### src/rtl/bootstrap_loader_pkg.sv
// Types and constants shared by the bootstrap loader and its checksum helper.
package common;

  localparam int BOOTSTRAP_ADDR_W = 12;
  localparam int BOOT_DATA_W      = 8;

  typedef enum logic [2:0] {
    ST_WAIT,
    ST_SETUP,
    ST_STROBE,
    ST_HOLD,
    ST_CHECK,
    ST_DONE,
    ST_ERROR
  } boot_state_e;

endpackage

### src/rtl/bootstrap_loader_checksum.sv
// Modulo-256 running sum of accepted payload bytes.
// Only compiled when BOOTSTRAP_CHECKSUM_EN is defined.
`ifdef BOOTSTRAP_CHECKSUM_EN
module bootstrap_checksum
  import common::*;
(
  input  logic                   clk_i,
  input  logic                   rst_i,
  input  logic                   add_i,
  input  logic [BOOT_DATA_W-1:0] data_i,
  output logic [BOOT_DATA_W-1:0] sum_o
);

  logic [BOOT_DATA_W-1:0] sum_q;
  logic [BOOT_DATA_W-1:0] sum_d;

  always_comb begin
    sum_d = sum_q;
    if (add_i) begin
      sum_d = sum_q + data_i;
    end
  end

  always_ff @(posedge clk_i) begin
    if (rst_i) begin
      sum_q <= '0;
    end else begin
      sum_q <= sum_d;
    end
  end

  assign sum_o = sum_q;

endmodule
`endif

### src/rtl/bootstrap_loader.sv
// Streams boot bytes into microcode SRAM using a SETUP/STROBE/HOLD cycle per byte.
// Define BOOTSTRAP_CHECKSUM_EN to require a trailer byte that zeroes the payload sum.
module bootstrap_loader
  import common::*;
#(
  parameter int LENGTH = 4096
) (
  input  logic                        CLK,
  input  logic                        RST,
  input  logic [BOOT_DATA_W-1:0]      IN_DATA,
  input  logic                        IN_VALID,
  output logic                        IN_READY,
  output logic [BOOTSTRAP_ADDR_W-1:0] BOOTSTRAP_ADDR,
  output logic [BOOT_DATA_W-1:0]      BOOTSTRAP_DATA,
  output logic                        BOOTSTRAP_N_WE,
  output logic                        N_BOOTED,
  output logic                        ERROR
);

  localparam logic [BOOTSTRAP_ADDR_W-1:0] LAST_ADDR = BOOTSTRAP_ADDR_W'(LENGTH - 1);
  localparam logic [BOOTSTRAP_ADDR_W-1:0] ADDR_ONE  = BOOTSTRAP_ADDR_W'(1);

  boot_state_e                 state_q;
  boot_state_e                 state_d;
  logic [BOOTSTRAP_ADDR_W-1:0] addr_q;
  logic [BOOTSTRAP_ADDR_W-1:0] addr_d;
  logic [BOOT_DATA_W-1:0]      data_q;
  logic [BOOT_DATA_W-1:0]      data_d;
  logic                        n_we_q;
  logic                        n_we_d;
  logic                        n_booted_q;
  logic                        n_booted_d;
  logic                        ready;

`ifdef BOOTSTRAP_CHECKSUM_EN
  logic                        sum_add;
  logic [BOOT_DATA_W-1:0]      sum;
  logic                        error_q;
  logic                        error_d;

  bootstrap_checksum u_checksum (
    .clk_i  (CLK),
    .rst_i  (RST),
    .add_i  (sum_add),
    .data_i (IN_DATA),
    .sum_o  (sum)
  );
`endif

  always_comb begin
    state_d = state_q;
    addr_d  = addr_q;
    data_d  = data_q;
    ready   = 1'b0;
`ifdef BOOTSTRAP_CHECKSUM_EN
    sum_add = 1'b0;
`endif
    case (state_q)
      ST_WAIT: begin
        ready = 1'b1;
        if (IN_VALID) begin
          data_d  = IN_DATA;
          state_d = ST_SETUP;
`ifdef BOOTSTRAP_CHECKSUM_EN
          sum_add = 1'b1;
`endif
        end
      end
      ST_SETUP: begin
        state_d = ST_STROBE;
      end
      ST_STROBE: begin
        state_d = ST_HOLD;
      end
      ST_HOLD: begin
        // The address saturates at the last byte so the final write is never followed by a wrap.
        if (addr_q != LAST_ADDR) begin
          addr_d  = addr_q + ADDR_ONE;
          state_d = ST_WAIT;
        end else begin
`ifdef BOOTSTRAP_CHECKSUM_EN
          state_d = ST_CHECK;
`else
          state_d = ST_DONE;
`endif
        end
      end
`ifdef BOOTSTRAP_CHECKSUM_EN
      ST_CHECK: begin
        ready = 1'b1;
        if (IN_VALID) begin
          state_d = ((sum + IN_DATA) == '0) ? ST_DONE : ST_ERROR;
        end
      end
      ST_ERROR: begin
        state_d = ST_ERROR;
      end
`endif
      ST_DONE: begin
        state_d = ST_DONE;
      end
      default: begin
        state_d = ST_WAIT;
      end
    endcase
  end

  // Strobe and boot flags are registered from the next state so they leave the flops glitch-free.
  assign n_we_d     = (state_d != ST_STROBE);
  assign n_booted_d = (state_d != ST_DONE);
`ifdef BOOTSTRAP_CHECKSUM_EN
  assign error_d    = (state_d == ST_ERROR);
`endif

  always_ff @(posedge CLK) begin
    if (RST) begin
      state_q    <= ST_WAIT;
      addr_q     <= '0;
      data_q     <= '0;
      n_we_q     <= 1'b1;
      n_booted_q <= 1'b1;
`ifdef BOOTSTRAP_CHECKSUM_EN
      error_q    <= 1'b0;
`endif
    end else begin
      state_q    <= state_d;
      addr_q     <= addr_d;
      data_q     <= data_d;
      n_we_q     <= n_we_d;
      n_booted_q <= n_booted_d;
`ifdef BOOTSTRAP_CHECKSUM_EN
      error_q    <= error_d;
`endif
    end
  end

  assign IN_READY       = ready & ~RST;
  assign BOOTSTRAP_ADDR = addr_q;
  assign BOOTSTRAP_DATA = data_q;
  assign BOOTSTRAP_N_WE = n_we_q;
  assign N_BOOTED       = n_booted_q;
`ifdef BOOTSTRAP_CHECKSUM_EN
  assign ERROR          = error_q;
`else
  assign ERROR          = 1'b0;
`endif

endmodule

### config.mk
export PLATFORM = sky130hd
export DESIGN_NAME = bootstrap_loader
export DESIGN_NICKNAME = d
export VERILOG_FILES = /design/src/rtl/bootstrap_loader_pkg.sv /design/src/rtl/bootstrap_loader_checksum.sv /design/src/rtl/bootstrap_loader.sv
export SDC_FILE = /design/constraint.sdc
export NUM_CORES = 1
export LEC_CHECK = 0
export ABC_AREA = 1
export CAP_MARGIN = 5
export CORE_MARGIN = 2
export CORE_UTILIZATION = 42
export DETAILED_ROUTE_END_ITERATION = 7
export PLACE_DENSITY = 0.75
export SLEW_MARGIN = 20
export SYNTH_ARGS = -nofsm -noshare
export SYNTH_HDL_FRONTEND = slang
export SYNTH_HIERARCHICAL = 1
export SYNTH_SLANG_ARGS = --single-unit
### constraint.sdc
create_clock -name CLK -period 1.5 [get_ports CLK]
set_clock_uncertainty 0.15 [all_clocks]
set_input_delay 0.15 -clock CLK [delete_from_list [all_inputs] [get_ports CLK]]
set_output_delay 0.15 -clock CLK [all_outputs]
set_load 0.01 [all_outputs]
Word level (Yosys, flattened, before mapping)
Index checks and enable logic that the tools add are counted.

Input port bits: 11. Word-level logic and storage cells: 22. Output and inout port bits: 24. Register bits after elaboration: 25.

Bitwise gates (word level): 2. Add/subtract/negate cells: 1. Reduce and logical (&&, ||, !) cells: 3. Multiplexer cells: 4. Equal/unequal tests: 7.

Operators with widths (count): $pmux 3 s5 (1); $add 12x1->12 const B (1); $ne 12x12->1 const B (1); $eq 3x2->1 const B (2); $mux 3 (2); $reduce_and 2->1 (2); $eq 3x1->1 const B (1); $eq 3x3->1 const B (1); $logic_not 3->1 (1); $ne 3x2->1 const B (1); $ne 3x3->1 const B (1); $and 1x1->1 (1); $mux 1 (1); $not 1->1 (1).

Logic depth before layout (Yosys ltp)
Gate-level depths: netlist (run 1).

Depth after elaboration: 4. Depth in mapped cells: 8. Depth with buffers taken out: 8.

Worst setup path before layout (run 1)
OpenSTA, ideal clock, no wires.

Kind: reg2reg. Start point: register addr_q[0], in the netlist BOOTSTRAP_ADDR[0]. End point: register addr_q[11], in the netlist BOOTSTRAP_ADDR[11]. Path slack: -0.138 ns. Path buffers: 0. Data arrival time: 1.356 ns. Data required time: 1.218 ns. Setup time: 0.132 ns. Period minus slack after synthesis: 1.638 ns. Stages on the path, launching flop included: 9. Path through: dfxtp_1 ha_1 inv_1 nor2_4 nand3_4 nand2_4 inv_2 nand2_1 a21oi_2.

Cells in the longest elaborated chain, start to end: 2. Elaborated cells on any way between the ends: 3. Those cells by class: add/sub (1); eq/ne (1); reduce/logical (1).

Ends and longest elaborated chain: from (decl) (RTL line bootstrap_loader.sv:25) `logic [BOOTSTRAP_ADDR_W-1:0] addr_q;`; from (signal assigned) (RTL line bootstrap_loader.sv:127) `addr_q <= addr_d;`; branches (longest 2 deep; another with $add 12x1->12).

Several ways; the timed one is not identified. A chain may end at the register's enable or synchronous reset.

Worst setup path in the final report (run 1)
Start point: register addr_q[3], in the netlist BOOTSTRAP_ADDR[3]. End point: register addr_q[11], in the netlist BOOTSTRAP_ADDR[11].

Same word-level chain as after synthesis.

==> results of run 1 <==
-- timing repair --
action	in CTS	in global routing
endpoints found under the setup margin	22	23
pin swaps	0	10
cloned	0	2
resized for setup	30	22
hold endpoints to repair	0	0
setup buffers	2	4
-- cell families after synthesis --
family / synth area share [%]
other: 0.3055
and+or+nand+nor: 32.62
AOI/OAI and AO/OA: 12.54
adders and majority gates: 1.019
DFF: 40.77
buffers and inverters: 9.887
xor gates and xnor gates: 2.855
-- worst max-delay path, delay by kind of cell (launching register included) --
kind	cells	cell delay [ps]
AND/OR/NAND/NOR	5	580
buffers and inverters	2	250
flip-flops	1	370
AO/OA/AOI/OAI	1	50
-- layout make-up --
class / instances / area, sq um / share of cell area, %
clock buffer: 3 / 22.52 / 1.212
timing repair buffer: 57 / 489.2 / 26.33
timing repair inverter: 1 / 5.005 / 0.2694
sequential: 25 / 514.2 / 27.68
multi-input combinational: 118 / 674.4 / 36.30
tap: 31 / 38.79 / 2.088
inverter: 27 / 106.4 / 5.724
clock inverter: 1 / 7.507 / 0.4040
-- sequential cells by signal (all words and copies together), names as in the netlist --
name,cells
BOOTSTRAP_DATA,8
state_q,3
BOOTSTRAP_ADDR,12
BOOTSTRAP_N_WE,1
N_BOOTED,1
-- cell usage after synthesis (all sizes together) --
| library cell | n |
|---|---|
| nand2 | 43 |
| inv | 27 |
| dfxtp | 25 |
| nor2 | 21 |
| a21oi | 17 |
| o21ai | 11 |
| nand3 | 10 |
| nand4 | 6 |
| buf | 3 |
| xor2 | 3 |
| nor4 | 2 |
| clkbuf | 1 |
| conb | 1 |
| ha | 1 |
| o22ai | 1 |
| xnor2 | 1 |
-- power groups by stage --
| stage | Combinational [uW] | Clock [uW] | Sequential, uW |
|---|---|---|---|
| finish | 181 | 311 | 711 |
| global route | 202 | 349 | 715 |
| CTS | 170 | 326 | 710 |
| floorplan | 72.9 | 0 | 738 |
| global placement | 181 | 0 | 724 |
| detailed placement | 185 | 0 | 726 |
-- routing by layer --
| layer | GRT usage, % | up-vias | wire, um |
|---|---|---|---|
| li1 | - | 668 | - |
| met1 | 23.55 | 584 | 1393 |
| met2 | 30.19 | 29 | 1622 |
| met3 | 1.339 | 2 | 116 |
| met4 | 6.645 | 0 | 27 |
| met5 | 0 | - | 0 |
-- worst max path at each step --
| stage | startpoint | endpoint | slack [ps] |
|---|---|---|---|
| after floorplan | BOOTSTRAP_ADDR[0]$_SDFFE_PP0P_ | BOOTSTRAP_ADDR[11]$_SDFFE_PP0P_ | 40 |
| after CTS | N_BOOTED$_SDFF_PP1_ | N_BOOTED | 6 |
| final | BOOTSTRAP_ADDR[3]$_SDFFE_PP0P_ | BOOTSTRAP_ADDR[11]$_SDFFE_PP0P_ | 10 |
| after global placement | RST | IN_READY | -140 |
| after global routing | BOOTSTRAP_ADDR[3]$_SDFFE_PP0P_ | BOOTSTRAP_ADDR[7]$_SDFFE_PP0P_ | -90 |
| after detailed placement | RST | IN_READY | -170 |
-- stage by stage --
step	power [uW]	TNS, ps	instances	cell area [sq um]
2_1_floorplan	810.7	0	173	1242
3_3_place_gp	905.1	-606.6	251	1727
3_5_place_dp	910.5	-896.2	251	1727
4_1_cts	1206	0	257	1763
5_1_grt	1266	-259.0	263	1858
6_report	1202	0	263	1858
==> flow_metrics.py, run 1 <==
metrics = {
    "final_layout": {
        "drive_above_1_share_pct": 28.02,
        "layout_common_cells": "37 x nand2_1, 25 x inv_1, 23 x buf_4",
        "fillCellCount": 233,
        "antennaDiodeCount": 0,
        "layout_commonest_cell": "nand2_1",
        "post-route-util_pct": 67.38,
        "syn2layout_area_growth_pct": 51.38,
        "layout.nets": 245,
    },
    "critical_path": {
        "cp-end-kind": "register",
        "arrival_ps": 1570,
        "slowest_stage": "dfxtp_2",
        "start_kind": "register",
        "path_cells": "buf_4, nand2_4, nor2_4, nand3_4, nand2_4, clkinv_2, nand2_1, a21oi_2",
        "crit_fanout": 6,
        "worstRegToRegCells": 8,
        "cpMostUsedCell": "nand2_4",
        "required_ps": 1580,
        "r2r_slack_ps": 10,
        "rr_endpoint": "BOOTSTRAP_ADDR[11]$_SDFFE_PP0P_",
        "timing.rr.start": "BOOTSTRAP_ADDR[3]$_SDFFE_PP0P_",
        "max_stage_delay_ps": 370,
        "path_class": "reg -> reg",
    },
    "placed_design": {
        "io_buffers": 33,
        "dp.final_hpwl_um": 2179,
        "gp_congestion": 0.8316,
        "pre_cts_ws_ps": -168.9,
    },
    "routing": {
        "num_vias": 1283,
        "routed_wl_um": 3161,
        "via_per_inst": 4.878,
        "drc": 0,
        "drtPass1Iterations": 4,
        "drtAntennaViolNets": 0,
        "drt-initial-drc-count": 30,
        "wl_per_cell_um": 12.02,
    },
    "synth": {
        "syn_area_sq_um": 1227,
        "avgSynthCellArea_sq_um": 7.095,
        "yosys_warnings": 6,
        "ys_ff_latch": 25,
        "synthCells": 173,
        "synth_cell_type_count": 26,
        "yosysSeqAreaShare_pct": 40.77,
        "yosys-top-cells-area": "dfxtp_1 41%, nand2_1 13%, inv_1 8.0%",
        "synth_top_area_share_pct": 40.77,
        "synth_nets": 185,
        "yosysTopAreaCell": "dfxtp_1",
    },
    "power": {
        "ir_drop_mv": 0.5620,
        "swShare_pct": 26.67,
        "switching_power_uw": 320.7,
        "clkPwrFrac_pct": 25.8,
        "p_per_area_nw_per_um2": 647.1,
        "combPwrFrac_pct": 15.1,
        "pwr-share-seq_pct": 59.1,
        "p_int_uw": 881.7,
        "power.static_leakage_uw": 0.0008416,
    },
    "sta": {
        "holdWs_ps": 288.8,
        "slew_violations": 0,
        "final.period_utilization_pct": 99.05,
        "rsz0062_at_grt": "true",
        "period_minus_slack_ps": 1486,
        "final.setup.worst_slack_ps": 14.30,
        "setup_viol": 0,
        "hold_viol_final": 0,
        "fmax_mhz": 673.1,
    },
    "floorplan": {
        "die_x_um": 58.06,
        "die_area_sq_um": 3371,
        "start_util_pct": 44.51,
        "core-area_sq_um": 2758,
        "rows": 19,
        "io_pins": 35,
        "die_h_um": 58.06,
    },
    "clock_network": {
        "h-tree-depth": 1,
        "postCtsHoldBufs": 0,
        "clk_latency_ps": 320,
        "numCtsBuffers": 3,
        "cts_sinks": 25,
        "path_clk_slew_ps": 140,
        "cts-root-buf": "clkbuf_4",
        "cts_max_path_buffers": 2,
        "tritoncts": "done",
    },
    "worst_hold_path": {
        "hold_end": "BOOTSTRAP_DATA[6]$_SDFFE_PP0P_",
        "hold_path_depth": 3,
        "min_path_type": "in -> reg",
        "min_from": "IN_DATA[6]",
    },
    "run": {
        "cap_violations": 0,
    },
    "global_route": {
        "antenna_found_initial": 0,
        "grt_max_degree": 17,
        "grt_pass1_wl_um": 4774,
        "overflow": 0,
        "grt_pass1_vias": 1164,
        "track_usage_pct": 17.78,
    },
    "status": {
        "outcome": "finished clean",
    },
}
(Power assumes the default switching activity.)
==> run 2: changes to the inputs <==
Settings changed: SLEW_MARGIN 20 to unset.
==> results of run 2 <==
Final layout, timing and power as in run 1 (identical DEF).
==> run 3: changes to the inputs <==
Settings changed: CTS_CLUSTER_DIAMETER set to 80, SLEW_MARGIN set to 5.
==> results of run 3 <==
Final layout, timing and power as in run 1 (identical DEF).
